File: src/rtl/div_sched_if.sv
// Request/response bundle between EXE and the divide scheduler.
//
// Handshake semantics: a request transfers on a rising edge where
// req_valid && req_ready are both high (and req_op is non-zero); a response
// transfers on a rising edge where resp_valid && resp_ready are both high.
// resp_valid, once raised, stays high with resp_result stable until the
// response transfers or cancel flushes it. cancel overrides both handshakes.
interface div_sched_if #(
    parameter int WIDTH = 32
);
    logic             req_valid;
    logic [3:0]       req_op;
    logic [WIDTH-1:0] req_src1;
    logic [WIDTH-1:0] req_src2;
    logic             req_ready;
    logic             busy;
    logic             resp_valid;
    logic [WIDTH-1:0] resp_result;
    logic             resp_ready;
    logic             cancel;
    logic [2:0]       dbg_state;

    modport master (
        output req_valid, req_op, req_src1, req_src2, resp_ready, cancel,
        input  req_ready, busy, resp_valid, resp_result, dbg_state
    );

    modport slave (
        input  req_valid, req_op, req_src1, req_src2, resp_ready, cancel,
        output req_ready, busy, resp_valid, resp_result, dbg_state
    );
endinterface

File: src/rtl/div_sched.sv
// Multi-cycle divide scheduler: one div.w/mod.w/div.wu/mod.wu at a time,
// radix-2 restoring shift-subtract core, sign fix-up, result held until EXE
// consumes it. dbg_state mirrors the FSM state register.
module div_sched #(
    parameter int WIDTH     = 32,
    parameter bit FAST_ZERO = 1'b1
) (
    input logic        clk,
    input logic        reset,
    div_sched_if.slave bus
);
    localparam int               CW        = $clog2(WIDTH) + 1;
    localparam logic [CW-1:0]    LAST_ITER = CW'(WIDTH - 1);
    localparam logic [WIDTH-1:0] INT_MIN   = {1'b1, {(WIDTH-1){1'b0}}};

    typedef enum logic [2:0] {
        S_IDLE = 3'd0,
        S_PREP = 3'd1,
        S_CALC = 3'd2,
        S_FIX  = 3'd3,
        S_DONE = 3'd4
    } state_e;

    state_e           state_q, state_d;
    logic [CW-1:0]    cnt_q, cnt_d;
    logic             is_div_q, is_div_d;   // 1: quotient, 0: remainder
    logic             sgn_q, sgn_d;         // signed operation
    logic [WIDTH-1:0] src1_q, src1_d;
    logic [WIDTH-1:0] src2_q, src2_d;
    logic [WIDTH-1:0] dvs_q, dvs_d;         // divisor magnitude
    logic [WIDTH-1:0] rem_q, rem_d;         // partial remainder
    logic [WIDTH-1:0] quo_q, quo_d;         // dividend shifting out, quotient shifting in
    logic             q_neg_q, q_neg_d;
    logic             r_neg_q, r_neg_d;
    logic [WIDTH-1:0] result_q, result_d;

    logic [3:0]       op_sel;
    logic             accept;
    logic [WIDTH:0]   rem_sh;
    logic [WIDTH:0]   diff;
    logic [WIDTH-1:0] abs1, abs2;
    logic [WIDTH-1:0] quo_fix, rem_fix;

    assign bus.req_ready   = (state_q == S_IDLE) & ~bus.cancel & ~reset;
    assign bus.busy        = (state_q == S_PREP) | (state_q == S_CALC) | (state_q == S_FIX);
    assign bus.resp_valid  = (state_q == S_DONE);
    assign bus.resp_result = result_q;
    assign bus.dbg_state   = state_q;

    assign accept = bus.req_valid & bus.req_ready & (bus.req_op != 4'b0000);

    // Priority-select one op from a possibly multi-hot req_op: div_w > mod_w > div_wu > mod_wu.
    always_comb begin
        op_sel = 4'b0000;
        if (bus.req_op[3])      op_sel = 4'b1000;
        else if (bus.req_op[2]) op_sel = 4'b0100;
        else if (bus.req_op[1]) op_sel = 4'b0010;
        else if (bus.req_op[0]) op_sel = 4'b0001;
    end

    // Datapath helpers: operand magnitudes, one restoring step, and the final sign/special fix-up.
    always_comb begin
        abs1   = (sgn_q && src1_q[WIDTH-1]) ? -src1_q : src1_q;
        abs2   = (sgn_q && src2_q[WIDTH-1]) ? -src2_q : src2_q;
        // The shifted remainder can need one extra bit when the divisor is large.
        rem_sh = {rem_q, quo_q[WIDTH-1]};
        diff   = rem_sh - {1'b0, dvs_q};
        if (src2_q == '0) begin
            quo_fix = '1;
            rem_fix = src1_q;
        end else if (sgn_q && (src1_q == INT_MIN) && (src2_q == '1)) begin
            quo_fix = INT_MIN;
            rem_fix = '0;
        end else begin
            quo_fix = q_neg_q ? -quo_q : quo_q;
            rem_fix = r_neg_q ? -rem_q : rem_q;
        end
    end

    // Next-state and datapath next values; cancel overrides everything at the end.
    always_comb begin
        state_d  = state_q;
        cnt_d    = cnt_q;
        is_div_d = is_div_q;
        sgn_d    = sgn_q;
        src1_d   = src1_q;
        src2_d   = src2_q;
        dvs_d    = dvs_q;
        rem_d    = rem_q;
        quo_d    = quo_q;
        q_neg_d  = q_neg_q;
        r_neg_d  = r_neg_q;
        result_d = result_q;

        case (state_q)
            S_IDLE: begin
                if (accept) begin
                    state_d  = S_PREP;
                    is_div_d = op_sel[3] | op_sel[1];
                    sgn_d    = op_sel[3] | op_sel[2];
                    src1_d   = bus.req_src1;
                    src2_d   = bus.req_src2;
                end
            end
            S_PREP: begin
                quo_d   = abs1;
                dvs_d   = abs2;
                rem_d   = '0;
                cnt_d   = '0;
                q_neg_d = sgn_q & (src1_q[WIDTH-1] ^ src2_q[WIDTH-1]);
                r_neg_d = sgn_q & src1_q[WIDTH-1];
                if (FAST_ZERO && (src2_q == '0)) state_d = S_FIX;
                else                             state_d = S_CALC;
            end
            S_CALC: begin
                // No borrow (diff MSB clear) means the divisor fits: keep the difference.
                if (!diff[WIDTH]) begin
                    rem_d = diff[WIDTH-1:0];
                    quo_d = {quo_q[WIDTH-2:0], 1'b1};
                end else begin
                    rem_d = rem_sh[WIDTH-1:0];
                    quo_d = {quo_q[WIDTH-2:0], 1'b0};
                end
                cnt_d = cnt_q + CW'(1);
                if (cnt_q == LAST_ITER) state_d = S_FIX;
            end
            S_FIX: begin
                result_d = is_div_q ? quo_fix : rem_fix;
                state_d  = S_DONE;
            end
            S_DONE: begin
                if (bus.resp_ready) state_d = S_IDLE;
            end
            default: state_d = S_IDLE;
        endcase

        if (bus.cancel) begin
            state_d = S_IDLE;
            cnt_d   = '0;
        end
    end

    // FSM state register.
    always_ff @(posedge clk or posedge reset) begin
        if (reset) state_q <= S_IDLE;
        else       state_q <= state_d;
    end

    // Iteration counter and datapath registers.
    always_ff @(posedge clk or posedge reset) begin
        if (reset) begin
            cnt_q    <= '0;
            is_div_q <= 1'b0;
            sgn_q    <= 1'b0;
            src1_q   <= '0;
            src2_q   <= '0;
            dvs_q    <= '0;
            rem_q    <= '0;
            quo_q    <= '0;
            q_neg_q  <= 1'b0;
            r_neg_q  <= 1'b0;
            result_q <= '0;
        end else begin
            cnt_q    <= cnt_d;
            is_div_q <= is_div_d;
            sgn_q    <= sgn_d;
            src1_q   <= src1_d;
            src2_q   <= src2_d;
            dvs_q    <= dvs_d;
            rem_q    <= rem_d;
            quo_q    <= quo_d;
            q_neg_q  <= q_neg_d;
            r_neg_q  <= r_neg_d;
            result_q <= result_d;
        end
    end
endmodule

File: src/flat_wrapper.sv
// flat-port wrapper written by rule: the top's interface ports become plain ports
module div_sched_flat 
#(
    parameter int WIDTH     = 32,
    parameter bit FAST_ZERO = 1'b1
)
  (clk, reset, bus_req_valid, bus_req_op, bus_req_src1, bus_req_src2, bus_resp_ready, bus_cancel, bus_req_ready, bus_busy, bus_resp_valid, bus_resp_result, bus_dbg_state);
  div_sched_if #(.WIDTH(WIDTH)) bus_i ();
  input logic clk;
  input logic reset;
  input wire logic [$bits(bus_i.req_valid)-1:0] bus_req_valid;
  input wire logic [$bits(bus_i.req_op)-1:0] bus_req_op;
  input wire logic [$bits(bus_i.req_src1)-1:0] bus_req_src1;
  input wire logic [$bits(bus_i.req_src2)-1:0] bus_req_src2;
  input wire logic [$bits(bus_i.resp_ready)-1:0] bus_resp_ready;
  input wire logic [$bits(bus_i.cancel)-1:0] bus_cancel;
  output wire logic [$bits(bus_i.req_ready)-1:0] bus_req_ready;
  output wire logic [$bits(bus_i.busy)-1:0] bus_busy;
  output wire logic [$bits(bus_i.resp_valid)-1:0] bus_resp_valid;
  output wire logic [$bits(bus_i.resp_result)-1:0] bus_resp_result;
  output wire logic [$bits(bus_i.dbg_state)-1:0] bus_dbg_state;
  assign bus_i.req_valid = bus_req_valid;
  assign bus_i.req_op = bus_req_op;
  assign bus_i.req_src1 = bus_req_src1;
  assign bus_i.req_src2 = bus_req_src2;
  assign bus_i.resp_ready = bus_resp_ready;
  assign bus_i.cancel = bus_cancel;
  assign bus_req_ready = bus_i.req_ready;
  assign bus_busy = bus_i.busy;
  assign bus_resp_valid = bus_i.resp_valid;
  assign bus_resp_result = bus_i.resp_result;
  assign bus_dbg_state = bus_i.dbg_state;
  div_sched #(.WIDTH(WIDTH), .FAST_ZERO(FAST_ZERO)) u_core (.clk(clk), .reset(reset), .bus(bus_i));
endmodule
File: config.mk
export PLATFORM = sky130hd
export DESIGN_NAME = div_sched_flat
export DESIGN_NICKNAME = d
export VERILOG_FILES = /design/src/rtl/div_sched_if.sv /design/src/rtl/div_sched.sv /design/src/flat_wrapper.sv
export SDC_FILE = /design/constraint.sdc
export NUM_CORES = 1
export LEC_CHECK = 0
export ABC_CLOCK_PERIOD_IN_PS = 9500
export BUFFER_PORTS_ARGS = -buffer_cell sky130_fd_sc_hd__clkbuf_2
export CAP_MARGIN = 30
export CORE_ASPECT_RATIO = 0.75
export CORE_MARGIN = 5
export CORE_UTILIZATION = 40
export DETAILED_ROUTE_END_ITERATION = 8
export GPL_ROUTABILITY_DRIVEN = 0
export GPL_TIMING_DRIVEN = 1
export PLACE_DENSITY = 0.65
export SYNTH_ARGS = -nofsm -noshare
export SYNTH_HDL_FRONTEND = slang
export SYNTH_SLANG_ARGS = --single-unit
File: constraint.sdc
create_clock -name clk -period 9.5 [get_ports clk]
set_clock_uncertainty 0.1 [all_clocks]
set_input_delay 2.85 -clock clk [delete_from_list [all_inputs] [get_ports clk]]
set_output_delay 2.85 -clock clk [all_outputs]
set_load 0.05 [all_outputs]
* Word level (Yosys, flattened, before mapping)
Index checks and enable logic that the tools add are counted.
Storage, ports and cells: bits in registers 205, bits of input ports 73, output and inout bits 38, logic and storage cells 77
Operators by class: $add $sub $neg 6, equality and inequality tests 10, multiplexer cells 25, bitwise gates (word level) 13, reductions and logical operators 11
Operators by type and width (count):
- 32-bit 2-to-1 mux | 10
- 32-bit negator | 4
- 32-bit one-hot mux with 2 select lines | 2
- 32-bit equality test (second input constant) | 2
- 33-bit by 32-bit subtractor with 33-bit output | 1
- 32-bit zero test | 1
- 3-bit one-hot mux with 5 select lines | 1
- 3-bit 2-to-1 mux | 4
- 4-bit 2-to-1 mux | 3
- 6-bit one-hot mux with 2 select lines | 1
- 6-bit by 1-bit adder with 6-bit output (second input constant) | 1
- 1-bit bitwise AND | 6
- 3-bit by 2-bit equality test with 1-bit output (second input constant) | 2
- 6-bit by 5-bit equality test with 1-bit output (second input constant) | 1
- 6-bit 2-to-1 mux | 1
- 3-bit inequality test (second input constant) | 2
- 1-bit logical AND | 4
- 1-bit OR | 4
- 4-bit nonzero test | 1
- 3-bit by 1-bit equality test with 1-bit output (second input constant) | 1
- 3-bit equality test (second input constant) | 1
- 3-bit zero test | 1
- 1-bit 2-to-1 mux | 3
- 3-bit by 2-bit inequality test with 1-bit output (second input constant) | 1
- 6 further kinds | 7

* Depth between registers and ports, before layout
Gate-level depths: netlist of run 1.
depth in word-level cells 8, mapped depth 13, gate-level depth less buffers 11

* Worst setup path after synthesis of run 1
OpenSTA, ideal clock, no wires.
path type input -> output, start point input port bus_cancel, end point output port bus_req_ready, arrival time 4.770 ns, data required time 6.550 ns, path slack 1.780 ns, stages on the path 2, path buffers 1, cells stage by stage clkbuf_1 > nor4b_1
On the way: cells in the longest elaborated chain, start to end 3
Ends and longest elaborated chain:
- start: declaration | line flat_wrapper.sv:16 | input wire logic [$bits(bus_i.cancel)-1:0] bus_cancel;
- 1-bit inverter | line div_sched.sv:44 | assign bus.req_ready = (state_q == S_IDLE) & ~bus.cancel & ~reset;
- 1-bit bitwise AND (2 in series) | line div_sched.sv:44
- end: declaration | line flat_wrapper.sv:17 | output wire logic [$bits(bus_i.req_ready)-1:0] bus_req_ready;
Every way passes these cells.

* Final worst setup path of run 1
Ends and elaborated chain as after synthesis.

==> summary.txt, run 1 <==
Crit. End Element = output port
initial antenna violation count = 2
Routed met2 length = 15400 um
die width = 221 um
most frequent cells in the layout = dfrtp_1, o21ai_0, nand2_1
commonest non-fill, non-tap cell in the layout = dfrtp_1
startpoint types = input pin
status = completed
# rows = 58
grt ovf = 0
Synth Flop Type = dfrtp_1
Post-Syn Area = 0.0134 mm^2
max layer used = met5
Leakage = 0.00660 uW
Slowest-stage cell, CP = nor4b_1
Routed met3 length = 4540 um
Clk Latency, worst-skew pair = 0.54 ns
Final #Nets = 1673
Buf/Inv on CP = 3
worst-margin pin slew = 0.997 ns
R2R Setup Slk = 5.40 ns
Worst path top cell family by delay = buffers and inverters
worst endpoint required time = 6.55 ns
Period Utilization, post-route = 72.0%
Hold Path Class = flop to flop
ys async rst share = 100%
CTS Buffer Depth = 3
fin area = 0.0151 mm^2
register area share after synthesis = 38.3%
Avg WL per Cell = 19.7 um
Clock Sinks = 205
Post-CTS Setup Inserts = 0
Area after DPL = 0.0143 mm^2
Hold Crit Endpoint = u_core.dvs_q[12]
power per cell area = 427 mW/mm^2
DP Wirelength = 29400 um
Mapped Cells = 1506
Final Routed Wirelength = 39900 um
Period minus WS final = 6.84 ns
Total Routing Usage GR = 20.8%
H-tree levels = 1
Slew Viols, Final = 0
# IOs = 111
RR Endpoint = u_core.bus.resp_result[23]
area added between synthesis and finish = 12.9%
Final Setup Violations = 0
Die ar. = 0.0373 mm^2
Post-synth EDFFs = 0
first-pass GRT wire length = 63300 um
Max-slew headroom = 33.0%
die height = 168 um
Antenna Nets Post-Route = 0
Max Fanout on Critical Path = 10
core area = 0.0333 mm^2
maximum VDD drop = 0.181 mV
First DRT Iteration DRCs = 1424
post_cts resized = 0
Num CTS Buffers = 23
met1 WL = 19300 um
Yosys top cell by area = dfrtp_1
Cell variety after synth = 82
starting density of the core = 40.2%
Clock Tree Root = clkbuf_16
DRT Pass-1 Iters = 8
PortBufs = 110
RSZ-0062 raised after global routing = false
Arr. time, crit path = 3.89 ns
hold path cells = 2
Syn Area/Cell = 8.89 um^2
routed vias/inst = 5.85
vias in the first global route = 11000
post-synth top area share = 38.3%
ranking of synthesized cells by area = dfrtp_1, o21ai_0, xor2_1, mux2_2, nand2_1
Fin. Hold Viols = 0
Reg-to-Reg Start = u_core.src1_q[0]
max incr delay on CP = 0.33 ns
hold path start = u_core.dvs_q[12]
kind of critical path = input pin to output port
share of layout cells above drive strength 1 = 16.2%
yosys warns = 0
FF+latch count, synth = 205
synthesized net count = 1618
Vias = 11900
CTS tree = built
MaxCap Viol Count = 0
worst-path cell chain = clkbuf_2, nor4b_1, buf_4, clkbuf_2
Worst path most repeated cell = clkbuf_2
maximum clock frequency = 146 MHz
Setup TNS = 0 ns
CTS Hold Bufs = 0
clock-pin transition on the worst setup and hold timing paths = 0.06 ns
Residual DRC = 0
r2r worst-path depth = 11
largest net degree at the start of global routing = 105
-- cell families (layout without fill, tap and decap cells) --
family / Yosys count / count (layout) / share of synthesized area (%)
compound gates: 461 / 461 / 21.5
xor+xnor: 145 / 145 / 9.49
fa+ha+maj: 39 / 39 / 3.70
buf+inv: 149 / 220 / 4.41
flops: 205 / 205 / 38.3
mux: 75 / 75 / 6.15
other cells: 0 / 1 / 0
simple gates: 432 / 432 / 16.4
-- worst reg2reg max path: stages, from the launching register on --
cell      delay (ns)
dfrtp_1         0.41
inv_1           0.12
ha_1            0.18
or3b_1          0.37
or3_1           0.39
and4b_1         0.56
nor4bb_4        0.36
buf_4           0.35
nand2b_1        0.34
o21ai_0         0.22
a21oi_1         0.42
o21ai_0         0.13
-- per-stage QoR --
stage          util (%)  cells  hold WS [ns]  total power (uW)  worst slack (ns)
2_1_floorplan         -   1506         0.350              4420             0.954
3_3_place_gp       42.8   1985         0.363              5300              2.66
3_5_place_dp       42.9   1986         0.370              5390              2.65
4_1_cts            45.4   2027         0.384              6380              2.64
5_1_grt            45.4   2027         0.406              6930              2.59
6_report           45.4   2028         0.379              6450              2.66
-- layout make-up --
cell class | count | area, um^2
timing repair buffer | 125 | 683
multi-input combinational | 1152 | 7700
antenna | 1 | 2.50
inverter | 54 | 210
tap | 450 | 563
fill | 3205 | 18200
sequential | 205 | 5130
clock inverter | 7 | 135
clock buffer | 34 | 687
-- where the power goes --
part           switching, uW  leakage, uW  internal, uW
registers                643      0.00260          1250
logic                   2170      0.00361          1420
clock network            382     0.000399           586
total                   3200      0.00660          3250
-- sequential cells by signal, summed over array words and instances (netlist names) --
signal,count
u_core.q_neg_q,1
u_core.bus.dbg_state,3
u_core.cnt_q,6
u_core.quo_q,32
u_core.src1_q,32
u_core.rem_q,32
u_core.src2_q,32
u_core.dvs_q,32
u_core.sgn_q,1
u_core.is_div_q,1
u_core.bus.resp_result,32
u_core.r_neg_q,1
-- how the worst max path moves through the flow --
stage / slack, ns / start / to / cells past startpoint
after floorplan: 0.95 / reset / u_core.bus.dbg_state[0] / 1
after global placement: 2.66 / bus_cancel / bus_req_ready / 4
after detailed placement: 2.65 / bus_cancel / bus_req_ready / 4
after CTS: 2.64 / bus_cancel / bus_req_ready / 4
after global routing: 2.59 / bus_cancel / bus_req_ready / 4
final: 2.66 / bus_cancel / bus_req_ready / 4
-- cell usage after synthesis, types with 6 or more instances --
library cell  count
and2_1            8
inv_1            54
buf_2            13
nor3_1           20
xnor2_1          58
a21oi_1          98
or4_1            17
mux2i_1          17
and3_1            9
a211oi_1          6
nand2b_1          9
o21ai_0         172
o21a_1            6
a32oi_1          15
nand4_1          15
xor2_1           87
nor2_1           81
nor2b_1           7
buf_1             7
a31oi_1           6
clkbuf_1         73
nand3_1          30
nor4_1           11
nand3b_1          6
ha_1             38
mux2_2           58
o41ai_1          13
a21o_1           10
nand2_1         163
o21ai_1          19
o31ai_1          34
a22oi_1          34
or3_1            17
dfrtp_1         205
-- routing by layer --
metal	vias up	track usage, %
met5	-	0
met4	2	3.91
met3	59	7.02
met2	522	27.5
met1	5713	32.6
li1	5570	-
(Power assumes the default switching activity.)
==> run 2, diff against run 1 <==
Settings changed: ABC_AREA set to 1, ABC_CLOCK_PERIOD_IN_PS 9500 to 5800, PLACE_DENSITY 0.65 to 0.67.
Clock period 9.5 ns to 5.8 ns, I/O delays scaled along.
==> summary.txt, run 2 <==
Yosys top cell by area = dfrtp_1
yosys warns = 0
DP Worst Slack = 1.31 ns
clock-pin transition on the worst setup and hold timing paths = 0.06 ns
Fillers = 4037
# IOs = 111
Final Routed Wirelength = 54800 um
largest net degree at the start of global routing = 83
Max Fanout on Critical Path = 37
synth cell count leaders = nand2_1, inv_1, nand3_1, nor2_1, dfrtp_1
Inserted Diodes = 0
Worst path most repeated cell = inv_1
Avg WL per Cell = 17.7 um
Fin. Hold Viols = 0
ranking of synthesized cells by area = dfrtp_1, nand2_1, nand3_1, inv_1, nor2_1
routing usage on met3 = 7.98%
# rows = 62
Final Setup Violations = 0
r2r worst-path depth = 11
Die ar. = 0.0433 mm^2
RSZ-0062 raised after global routing = false
DRT Pass-1 Iters = 6
area added between synthesis and finish = 12.0%
register area share after synthesis = 32.7%
Slew Viols, Final = 0
maximum clock frequency = 214 MHz
Sequential Area = 0.00513 mm^2
Multi-input gate area = 0.00895 mm^2
M2 GR Usage = 31.9%
Synth Area in XOR/XNOR = 2.85%
Post-CTS Setup Inserts = 0
Buf/Inv on CP = 5
hold path start = u_core.bus.resp_result[27]
Final WS setup = 1.13 ns
Period Utilization, post-route = 80.5%
Hold Path Class = flop to flop
Post-Syn Area = 0.0157 mm^2
core area = 0.0385 mm^2
Residual DRC = 0
Mapped Cells = 2485
placed cells = 3047
CTS Buffer Depth = 3
Worst path top cell family by delay = buffers and inverters
Non-Filler Instances = 3090
R2R Setup Slk = 2.62 ns
Final Core Density = 45.6%
MaxCap Viol Count = 0
First DRT Iteration DRCs = 2492
status = completed
Period minus WS final = 4.67 ns
Final #Nets = 2674
most frequent cells in the layout = nand2_1, inv_1, nand3_1
Post-synth EDFFs = 0
post-synthesis mux area share = 0%
die height = 181 um
Clk Latency, worst-skew pair = 0.56 ns
FF+latch count, synth = 205
Arr. time, crit path = 2.83 ns
post_cts resized = 0
DP Wirelength = 43300 um
most frequent cell after synthesis = nand2_1
RR Endpoint = u_core.bus.resp_result[23]
CTS Hold Bufs = 0
initial antenna violation count = 0
Clock Tree Root = clkbuf_16
first-pass GRT wire length = 86600 um
die width = 239 um
Vias = 16700
Setup crit start = u_core.bus.dbg_state[2]
largest family of logic cells by synthesized area = simple AND/OR/NAND/NOR gates
routed vias/inst = 5.41
Setup TNS = 0 ns
share of layout cells above drive strength 1 = 8.96%
starting density of the core = 40.7%
GR peak layer = met1
worst endpoint required time = 3.96 ns
Max-slew headroom = 33.2%
Crit. End Element = output port
hold path cells = 2
commonest non-fill, non-tap cell in the layout = nand2_1
grt ovf = 0
post-synthesis simple-gate area fraction = 40.6%
Hold Crit Endpoint = u_core.bus.resp_result[27]
worst-margin pin slew = 1.00 ns
CTS tree = built
worst-path cell chain = nor2_1, inv_1, nor2_2, buf_4, inv_1, nand2_1, inv_1, nand2_1, buf_12
Syn Area/Cell = 6.31 um^2
Cell variety after synth = 50
Antenna Nets Post-Route = 0
vias in the first global route = 15100
max incr delay on CP = 0.78 ns
Reg-to-Reg Start = u_core.src1_q[1]
hold slack = 0.377 ns
Leakage = 0.00925 uW
post-synth top area share = 32.7%
kind of critical path = flop to output port
Total Routing Usage GR = 24.8%
adder-cell share of the synthesized area = 3.16%
synthesized net count = 2597
Compound-Gate Fraction of Synth Area = 10.5%
GR Util met1 = 40.2%
startpoint types = flop
Num CTS Buffers = 24
ys async rst share = 100%
maximum VDD drop = 0.254 mV
power per cell area = 669 mW/mm^2
PortBufs = 110
Clock Sinks = 205
H-tree levels = 1
Slowest-stage cell, CP = inv_1
Synth Flop Type = dfrtp_1
==> run 2: changes by cell type after synthesis, sizes merged, moves of 37 or more <==
| cell | previous run | this run |
|---|---|---|
| mux2 | 58 | 0 |
| clkbuf | 73 | 36 |
| xnor2 | 58 | 12 |
| inv | 54 | 327 |
| xor2 | 87 | 39 |
| nand2 | 163 | 920 |
| nand3 | 30 | 248 |
| nor2 | 81 | 234 |
| a21oi | 98 | 60 |
==> run 2: kinds of logic after synthesis <==
logic type      Yosys count
simple gates           1499
buf+inv                 405
compound gates          286
flops                   205
xor+xnor                 51
fa+ha+maj                39
==> run 2: tightest hold or removal path: stages (launching register included) <==
cell	delay, ns
dfrtp_1	0.34
nand2_1	0.05
nand2_1	0.05
==> run 2: per-layer routing <==
layer	part of all wire (%)	wire, um
met2	37	20400
met4	1.5	817
met5	0	0
met1	49	26600
met3	13	7010
==> run 2: power by group <==
part	internal (uW)	total (uW)	switching (uW)
Sequential	2040	2840	803
Combinational	2190	7240	5050
Clock	994	1650	660
Total	5220	11700	6520
==> run 2: worst max-delay path by stage <==
stage                         end  slack (ns)  cells after the start
global route             bus_busy        0.94                      9
detailed placement  bus_req_ready        1.31                      3
CTS                      bus_busy        1.17                      9
floorplan           bus_req_ready        1.22                      1
global placement    bus_req_ready        1.35                      3
finish                   bus_busy        1.13                      9
==> run 2: layout make-up <==
cell class / count / area share (%)
clock buffers: 29 / 3.76
clock inverters: 13 / 1.16
inverters: 329 / 7.06
multi-input cells: 1875 / 51.0
flip-flops and latches: 205 / 29.2
well taps: 512 / 3.65
repair buffers: 127 / 4.16
==> run 2: per-stage QoR <==
stage	instance area, um^2	power (uW)
detailed placement	16700	9860
floorplan	15700	7850
global placement	16700	9710
CTS	17500	11500
finish	17500	11700
global route	17500	12700
==> run 3, diff against run 2 <==
Settings changed: ABC_CLOCK_PERIOD_IN_PS 5800 to 3790.
Clock period 5.8 ns to 3.79 ns, I/O delays scaled along.
==> summary.txt, run 3 (synthesized netlist as in run 2, its figures left out) <==
die height = 181 um
r2r worst-path depth = 17
post_cts resized = 0
Clk Latency, worst-skew pair = 0.57 ns
Residual DRC = 0
Max-slew headroom = 27.6%
CTS Hold Bufs = 0
Leakage = 0.00924 uW
# IOs = 111
Arr. time, crit path = 1.95 ns
maximum VDD drop = 0.381 mV
vias in the first global route = 15200
kind of critical path = input pin to output port
Crit. End Element = output port
die width = 239 um
fin area = 0.0176 mm^2
Fin. Hold Viols = 0
Clock Tree Root = clkbuf_16
Period minus WS final = 3.18 ns
Reg-to-Reg Start = u_core.quo_q[31]
Final Setup Violations = 0
Final WS setup = 0.608 ns
core area = 0.0385 mm^2
Reg power frac = 24.2%
starting density of the core = 40.7%
power per cell area = 1020 mW/mm^2
Final #Nets = 2677
Slew Viols, Final = 0
worst-margin pin slew = 1.08 ns
R2R Setup Slk = 0.94 ns
CTS Buffer Depth = 3
Hold Path Class = flop to flop
Die ar. = 0.0433 mm^2
area added between synthesis and finish = 12.0%
internal power = 7970 uW
first-pass GRT wire length = 85900 um
# rows = 62
Num CTS Buffers = 24
Final Routed Wirelength = 54500 um
Max Fanout on Critical Path = 7
Final Power = 17900 uW
First DRT Iteration DRCs = 2159
share of layout cells above drive strength 1 = 8.98%
CTS tree = built
commonest non-fill, non-tap cell in the layout = nand2_1
Clk pwr share = 13.8%
clock-pin transition on the worst setup and hold timing paths = 0.06 ns
Total Routing Usage GR = 24.6%
routed vias/inst = 5.40
H-tree levels = 1
DRT Pass-1 Iters = 7
status = completed
NetSw = 9970 uW
most frequent cells in the layout = nand2_1, inv_1, nand3_1
Area after DPL = 0.0167 mm^2
maximum clock frequency = 314 MHz
Vias = 16700
grt ovf = 0
Inserted Diodes = 0
RSZ-0062 raised after global routing = false
DP Worst Slack = 0.605 ns
DP Wirelength = 42600 um
Avg WL per Cell = 17.6 um
PortBufs = 110
Antenna Nets Post-Route = 0
Period Utilization, post-route = 84.0%
initial antenna violation count = 0
Post-CTS Setup Inserts = 0
Critical Path Sink = bus_req_ready
Setup crit start = bus_cancel
largest net degree at the start of global routing = 137
worst endpoint required time = 2.55 ns
startpoint types = input pin
Clock Sinks = 205
Comb power frac = 61.9%
MaxCap Viol Count = 0
Sw Ratio = 55.6%
hold path cells = 2
RR Endpoint = u_core.rem_q[31]
-- run 3: cell count changes in the layout (fill, tap and decap cells not counted) --
cell | before | now
bufinv_16 | 4 | 3
clkinv_2 | 4 | 2
buf_4 | 14 | 17
clkbuf_1 | 1 | 5
clkinvlp_4 | 3 | 4
-- run 3: per-stage QoR --
step                      std cells  util [%]  hold slack (ns)  setup TNS (ns)
after floorplan                2485         -            0.349          -21.58
after global placement         3050      43.4            0.368               0
after detailed placement       3051      43.4            0.365               0
after CTS                      3095      45.6            0.381               0
after global routing           3095      45.6            0.391               0
final                          3095      45.6            0.378               0
-- run 3: final cells by class --
cell class                 count  area [um^2]
clock buffer                  33          674
sequential                   205         5130
multi-input combinational   1875         8950
clock inverter                11          170
inverter                     329         1240
timing repair buffer         130          753
fill                        4017        20900
tap                          512          641
-- run 3: power groups by stage --
stage / sequential [uW] / combinational (uW) / clock [uW]
after floorplan: 4370 / 7650 / 0
after global placement: 4290 / 10600 / 0
after detailed placement: 4310 / 10800 / 0
after CTS: 4280 / 10800 / 2510
after global routing: 4450 / 12400 / 2610
final: 4350 / 11100 / 2480
-- run 3: layer usage --
metal	part of all wire (%)	global-route usage, %	wire (um)	vias to the layer above
li1	-	-	-	8085
met1	47	38.6	25600	7612
met2	37	31.8	20300	910
met3	13	8.67	7280	110
met4	2.6	5.30	1390	0
met5	0	0	0	-
-- run 3: worst min path at each step --
| stage | startpoint | to | slack [ns] |
|---|---|---|---|
| 2_1_floorplan | u_core.dvs_q[31] | u_core.dvs_q[31] | 0.35 |
| 3_3_place_gp | u_core.bus.resp_result[6] | u_core.bus.resp_result[6] | 0.37 |
| 3_5_place_dp | u_core.bus.resp_result[13] | u_core.bus.resp_result[13] | 0.37 |
| 4_1_cts | u_core.bus.resp_result[13] | u_core.bus.resp_result[13] | 0.38 |
| 5_1_grt | u_core.bus.resp_result[11] | u_core.bus.resp_result[11] | 0.39 |
| 6_report | u_core.bus.resp_result[13] | u_core.bus.resp_result[13] | 0.38 |
-- run 3: critical path, cell delays in order --
cell and delay (ns):
clkbuf_2 0.15, nor4_2 0.32, clkbuf_2 0.33
